$ cat src/rtl/sdram_rom_arbiter.sv
// Shares one SDRAM read port among the tile, sprite, CPU and theme ROM clients.
// Define ARB_STARVE_GUARD_EN to build a starvation guard that eventually promotes theme.
module sdram_rom_arbiter (
  input  logic        clk_sys,
  input  logic        reset,
  input  logic        i_tiles_req,
  input  logic [17:0] i_tiles_addr,
  input  logic        i_spr_req,
  input  logic [18:0] i_spr_addr,
  input  logic        i_theme_req,
  input  logic [17:0] i_theme_addr,
  input  logic        i_m68k_req,
  input  logic [17:0] i_m68k_addr,
  output logic        o_sd_req,
  output logic [24:0] o_sd_addr,
  input  logic        i_sd_ack,
  input  logic [31:0] i_sd_dout,
  output logic [31:0] o_tiles_dout,
  output logic [31:0] o_spr_dout,
  output logic [31:0] o_theme_dout,
  output logic [15:0] o_m68k_dout,
  output logic        o_m68k_ready
);

  localparam logic [1:0] SrcTiles = 2'd0;
  localparam logic [1:0] SrcSpr   = 2'd1;
  localparam logic [1:0] SrcM68k  = 2'd2;
  localparam logic [1:0] SrcTheme = 2'd3;

  typedef enum logic [1:0] {StIdle, StIssue, StWait} state_e;

  state_e      r_state, w_state_d;
  logic [3:0]  r_pend, w_pend_d;
  logic [17:0] r_tiles_addr, r_theme_addr, r_m68k_addr;
  logic [18:0] r_spr_addr;
  logic [1:0]  r_grant, w_pick;
  logic [24:0] w_pick_addr;
  logic        w_grant_en, w_ack;
  logic        r_sd_req;
  logic [24:0] r_sd_addr;
  logic [31:0] r_tiles_dout, r_spr_dout, r_theme_dout;
  logic [15:0] r_m68k_dout;
  logic        r_m68k_ready;

`ifdef ARB_STARVE_GUARD_EN
  logic [5:0] r_starve;
  logic       w_starve_max;
  assign w_starve_max = (r_starve == 6'd63);
`endif

  always_comb begin
    w_pick = SrcTheme;
    if (r_pend[SrcTiles]) begin
      w_pick = SrcTiles;
    end else if (r_pend[SrcSpr]) begin
      w_pick = SrcSpr;
    end else if (r_pend[SrcM68k]) begin
      w_pick = SrcM68k;
    end
`ifdef ARB_STARVE_GUARD_EN
    if (w_starve_max && r_pend[SrcTheme]) begin
      w_pick = SrcTheme;
    end
`endif
  end

  // Word addresses become byte addresses inside each ROM's SDRAM window.
  always_comb begin
    w_pick_addr = 25'h0;
    unique case (w_pick)
      SrcTiles: w_pick_addr = 25'h0A00000 + {5'b0, r_tiles_addr, 2'b00};
      SrcSpr:   w_pick_addr = 25'h0C00000 + {4'b0, r_spr_addr, 2'b00};
      SrcM68k:  w_pick_addr = {6'b0, r_m68k_addr, 1'b0};
      SrcTheme: w_pick_addr = 25'h0E00000 + {5'b0, r_theme_addr, 2'b00};
      default:  w_pick_addr = 25'h0;
    endcase
  end

  always_comb begin
    w_state_d  = r_state;
    w_grant_en = 1'b0;
    w_ack      = 1'b0;
    unique case (r_state)
      StIdle: begin
        if (|r_pend) begin
          w_state_d  = StIssue;
          w_grant_en = 1'b1;
        end
      end
      StIssue: w_state_d = StWait;
      StWait: begin
        if (i_sd_ack) begin
          w_state_d = StIdle;
          w_ack     = 1'b1;
        end
      end
      default: w_state_d = StIdle;
    endcase
  end

  // A fresh request on the ack cycle outranks the clear, so it is not lost.
  always_comb begin
    w_pend_d = r_pend;
    if (w_ack) w_pend_d[r_grant] = 1'b0;
    if (i_tiles_req) w_pend_d[SrcTiles] = 1'b1;
    if (i_spr_req)   w_pend_d[SrcSpr]   = 1'b1;
    if (i_m68k_req)  w_pend_d[SrcM68k]  = 1'b1;
    if (i_theme_req) w_pend_d[SrcTheme] = 1'b1;
  end

  always_ff @(posedge clk_sys or posedge reset) begin
    if (reset) begin
      r_state      <= StIdle;
      r_pend       <= 4'b0;
      r_tiles_addr <= 18'h0;
      r_spr_addr   <= 19'h0;
      r_theme_addr <= 18'h0;
      r_m68k_addr  <= 18'h0;
      r_grant      <= SrcTiles;
      r_sd_req     <= 1'b0;
      r_sd_addr    <= 25'h0;
    end else begin
      r_state  <= w_state_d;
      r_pend   <= w_pend_d;
      r_sd_req <= w_grant_en;
      if (i_tiles_req) r_tiles_addr <= i_tiles_addr;
      if (i_spr_req)   r_spr_addr   <= i_spr_addr;
      if (i_theme_req) r_theme_addr <= i_theme_addr;
      if (i_m68k_req)  r_m68k_addr  <= i_m68k_addr;
      if (w_grant_en) begin
        r_grant   <= w_pick;
        r_sd_addr <= w_pick_addr;
      end
    end
  end

  always_ff @(posedge clk_sys or posedge reset) begin
    if (reset) begin
      r_tiles_dout <= 32'h0;
      r_spr_dout   <= 32'h0;
      r_theme_dout <= 32'h0;
      r_m68k_dout  <= 16'h0;
      r_m68k_ready <= 1'b1;
    end else begin
      if (w_ack) begin
        unique case (r_grant)
          SrcTiles: r_tiles_dout <= i_sd_dout;
          SrcSpr:   r_spr_dout   <= i_sd_dout;
          SrcM68k:  r_m68k_dout  <= i_sd_dout[15:0];
          SrcTheme: r_theme_dout <= i_sd_dout;
          default:  r_tiles_dout <= r_tiles_dout;
        endcase
      end
      if (i_m68k_req) begin
        r_m68k_ready <= 1'b0;
      end else if (w_ack && (r_grant == SrcM68k)) begin
        r_m68k_ready <= 1'b1;
      end
    end
  end

`ifdef ARB_STARVE_GUARD_EN
  always_ff @(posedge clk_sys or posedge reset) begin
    if (reset) begin
      r_starve <= 6'd0;
    end else if (w_grant_en) begin
      if (w_pick == SrcTheme) begin
        r_starve <= 6'd0;
      end else if (r_pend[SrcTheme] && !w_starve_max) begin
        r_starve <= r_starve + 6'd1;
      end
    end
  end
`endif

  assign o_sd_req     = r_sd_req;
  assign o_sd_addr    = r_sd_addr;
  assign o_tiles_dout = r_tiles_dout;
  assign o_spr_dout   = r_spr_dout;
  assign o_theme_dout = r_theme_dout;
  assign o_m68k_dout  = r_m68k_dout;
  assign o_m68k_ready = r_m68k_ready;

endmodule

$ cat config.mk
export PLATFORM = sky130hd
export DESIGN_NAME = sdram_rom_arbiter
export DESIGN_NICKNAME = d
export VERILOG_FILES = /design/src/rtl/sdram_rom_arbiter.sv
export SDC_FILE = /design/constraint.sdc
export NUM_CORES = 1
export LEC_CHECK = 0
export BUFFER_PORTS_ARGS = -buffer_cell sky130_fd_sc_hd__buf_2
export CORE_UTILIZATION = 40
export DETAILED_ROUTE_END_ITERATION = 6
export GPL_TIMING_DRIVEN = 0
export PLACE_DENSITY = 0.7
export SYNTH_ARGS = -nofsm -noshare
export SYNTH_HDL_FRONTEND = slang
export SYNTH_SLANG_ARGS = --single-unit
$ cat constraint.sdc
create_clock -name clk_sys -period 8.1 [get_ports clk_sys]
set_input_delay 1.62 -clock clk_sys [delete_from_list [all_inputs] [get_ports clk_sys]]
set_output_delay 1.62 -clock clk_sys [all_outputs]
set_load 0.02 [all_outputs]
==> out/results.txt <==
Synth Cell Area - 0.00865 sq mm
DRT antenna net count - 0
Static leakage - 5.48 nW
Routed WL - 20500 microns
RSZ-0062 raised after global routing - no
Seq/Total Area, Yosys - 0.628
WS Path Type - register to output port
Max Fclk - 346 MHz
DRT iter0 DRCs - 246
Nets - 960
Final Util - 0.521
Final count of hold timing violations - 0
Post-cts resize count - 0
GRT Util Overall - 0.189
Startpoint types - register
Mapped Cells - 574
Die width - 149 microns
Critical path peak fanout - 6
Max cap viols - 0
Distinct cells, synth - 34
Final GP Congestion - 0.757
Vias/cell - 4.95
Std-Cell Core Area - 0.0211 sq mm
Max transition margin - 0.570
Status - finished clean
CTS tree - yes
Synth warn - 0
Num rows - 53
Setup Fix Bufs, Post-CTS - 0
H-tree Lvls - 1
Minimum clock period - 2.89 ns
Synthesis-stage register bit count - 217
Die Y - 149 microns
Layout Area Growth over Synthesis - 27.0%
Period utilization - 0.356
Largest net degree at the start of global routing - 128
Max Root-Sink Buffers - 3
Ratio of cells with drive above 1 in the final layout - 0.573
Total gr overflow - 0
Crit path required time - 6.48 ns
WL/cell - 18.0 microns
Setup violators final - 0
Most frequent cells in the layout - buf_2 (258), dfrtp_1 (216), mux2_2 (179), o21ai_0 (24), clkbuf_16 (23)
Final Worst Setup Slack - 5.21 ns
Global-route wire length before repair - 32900 microns
Syn avg cell area - 15.1 sq um
Vias post-DR - 5619
Initial antenna violation count - 3
Post-DP HPWL - 14700 microns
Initial Utilization - 0.410
Cts bufs inserted - 23
IO buf count - 244
Crit. End Element - output port
Hold Path Class - register to register
Slew Limit Fails - 0
Boundary Pins - 251
Vias in the first global route - 5952
Fillers - 1820
Clock sink count - 217
Full die area - 0.0222 sq mm
Post-CTS Hold Buffers - 0
PD cells - 364 mW/mm^2
Worst VDD drop - 156 uV
Clk root buf - clkbuf_16
Pre-Repair DR Iteration Count - 4
Worst-path clk slew - 0.06 ns
Worst EP arrival - 1.27 ns
Pre-CTS setup slack - 4.72 ns
Worst-skew pair later-pin latency - 0.52 ns
Leading cell type in the layout, fill and taps excluded - buf_2
Setup Skew - 0.0155 ns
# DRC - 0
Worst slew pin tran - 0.646 ns
==> state kept, by name (all words and copies together) (netlist names) <==
name	flops
r_grant	2
o_sd_addr	22
r_state	2
r_pend	4
o_sd_req	1
o_tiles_dout	32
r_m68k_addr	18
r_theme_addr	18
o_m68k_ready	1
o_spr_dout	32
r_tiles_addr	18
o_m68k_dout	16
o_theme_dout	32
r_spr_addr	19
==> cell usage after synthesis <==
cell      number  share of area
a21o_1         2         0.0017
a21oi_1       19          0.011
a221o_1       17          0.020
a221oi_1       1         0.0010
buf_1          2        0.00087
buf_12         1         0.0023
buf_2         14         0.0081
buf_4          3         0.0026
buf_6          1         0.0013
clkbuf_1      18         0.0078
conb_1         1        0.00043
dfrtp_1      216           0.62
dfstp_2        1         0.0030
ha_1           3         0.0043
inv_1          8         0.0035
mux2_2       179           0.23
mux2_4         8          0.014
mux2i_1        1         0.0012
nand2_1        1        0.00043
nand3b_1       1        0.00087
nand3b_4       1         0.0023
nand4_1        1        0.00072
nor2_1         3         0.0013
nor2b_1       20          0.014
nor3_2         1         0.0012
nor3b_2        1         0.0014
nor4_2         1         0.0014
o21ai_0       24          0.014
o21bai_1       2         0.0017
o22a_1         1         0.0010
o31ai_1       18          0.016
or2_1          2         0.0014
or2b_1         1        0.00087
or3b_1         1         0.0010
==> path summary, 6_finish.rpt <==
kind	depth (start not counted)	slack, ns	to	start
max	2	5.21	o_sd_addr[22]	r_grant[0]
min	2	0.46	o_m68k_ready	o_m68k_ready
max reg2reg	8	5.69	o_sd_addr[8]	r_pend[1]
min reg2reg	2	0.46	o_m68k_ready	o_m68k_ready
max in group asynchronous	3	5.86	o_spr_dout[4]	reset
min in group asynchronous	2	1.18	o_tiles_dout[22]	reset
==> power breakdown <==
group	leakage, nW	switching [mW]	total, mW	internal, mW
registers	2.68	0.176	1.61	1.43
clock network	0.366	0.422	1.03	0.606
logic	2.43	0.788	1.36	0.572
==> cell type report <==
cell class                      instances  area (sq um)  share of cell area
Timing Repair Buffer                  245          1250               0.114
Antenna cell                            1          2.50            0.000228
Clock buffer                           33           673              0.0612
Multi-Input combinational cell        311          3000               0.273
Buffer                                 39           199              0.0181
Sequential cell                       217          5430               0.494
Clock inverter                          6          58.8             0.00535
Tap cell                              275           344              0.0313
Inverter                                8          37.5             0.00341
==> metrics by stage <==
stage	TNS [ns]	instances	power (mW)	cell area (sq um)	hold WS, ns
floorplan	0	575	2.50	8660	0.481
global placement	-410.99	1094	2.96	10200	0.450
detailed placement	0	1095	3.00	10300	0.461
CTS	0	1134	4.05	11000	0.471
global route	0	1134	4.23	11000	0.492
finish	0	1135	4.00	11000	0.465
==> metal layers <==
layer	GRT usage	wire length, microns
met1	0.237	8760
met3	0.0664	1880
met5	0	18
met4	0.0495	360
met2	0.311	9460
==> critical path, cell delays in order, from the launching register on <==
cell     delay, ns
dfrtp_1       0.43
buf_4         0.15
buf_2         0.16
==> cell families after synthesis <==
family                     count (synthesis)  synth area share
and+or+nand+nor                           34            0.0275
AOI/OAI and AO/OA                         84            0.0656
other                                      1          0.000433
adders and majority gates                  3           0.00434
buffers and inverters                     47            0.0265
muxes                                    188             0.248
DFF                                      217             0.628
Power figures use the tool's default switching activity.
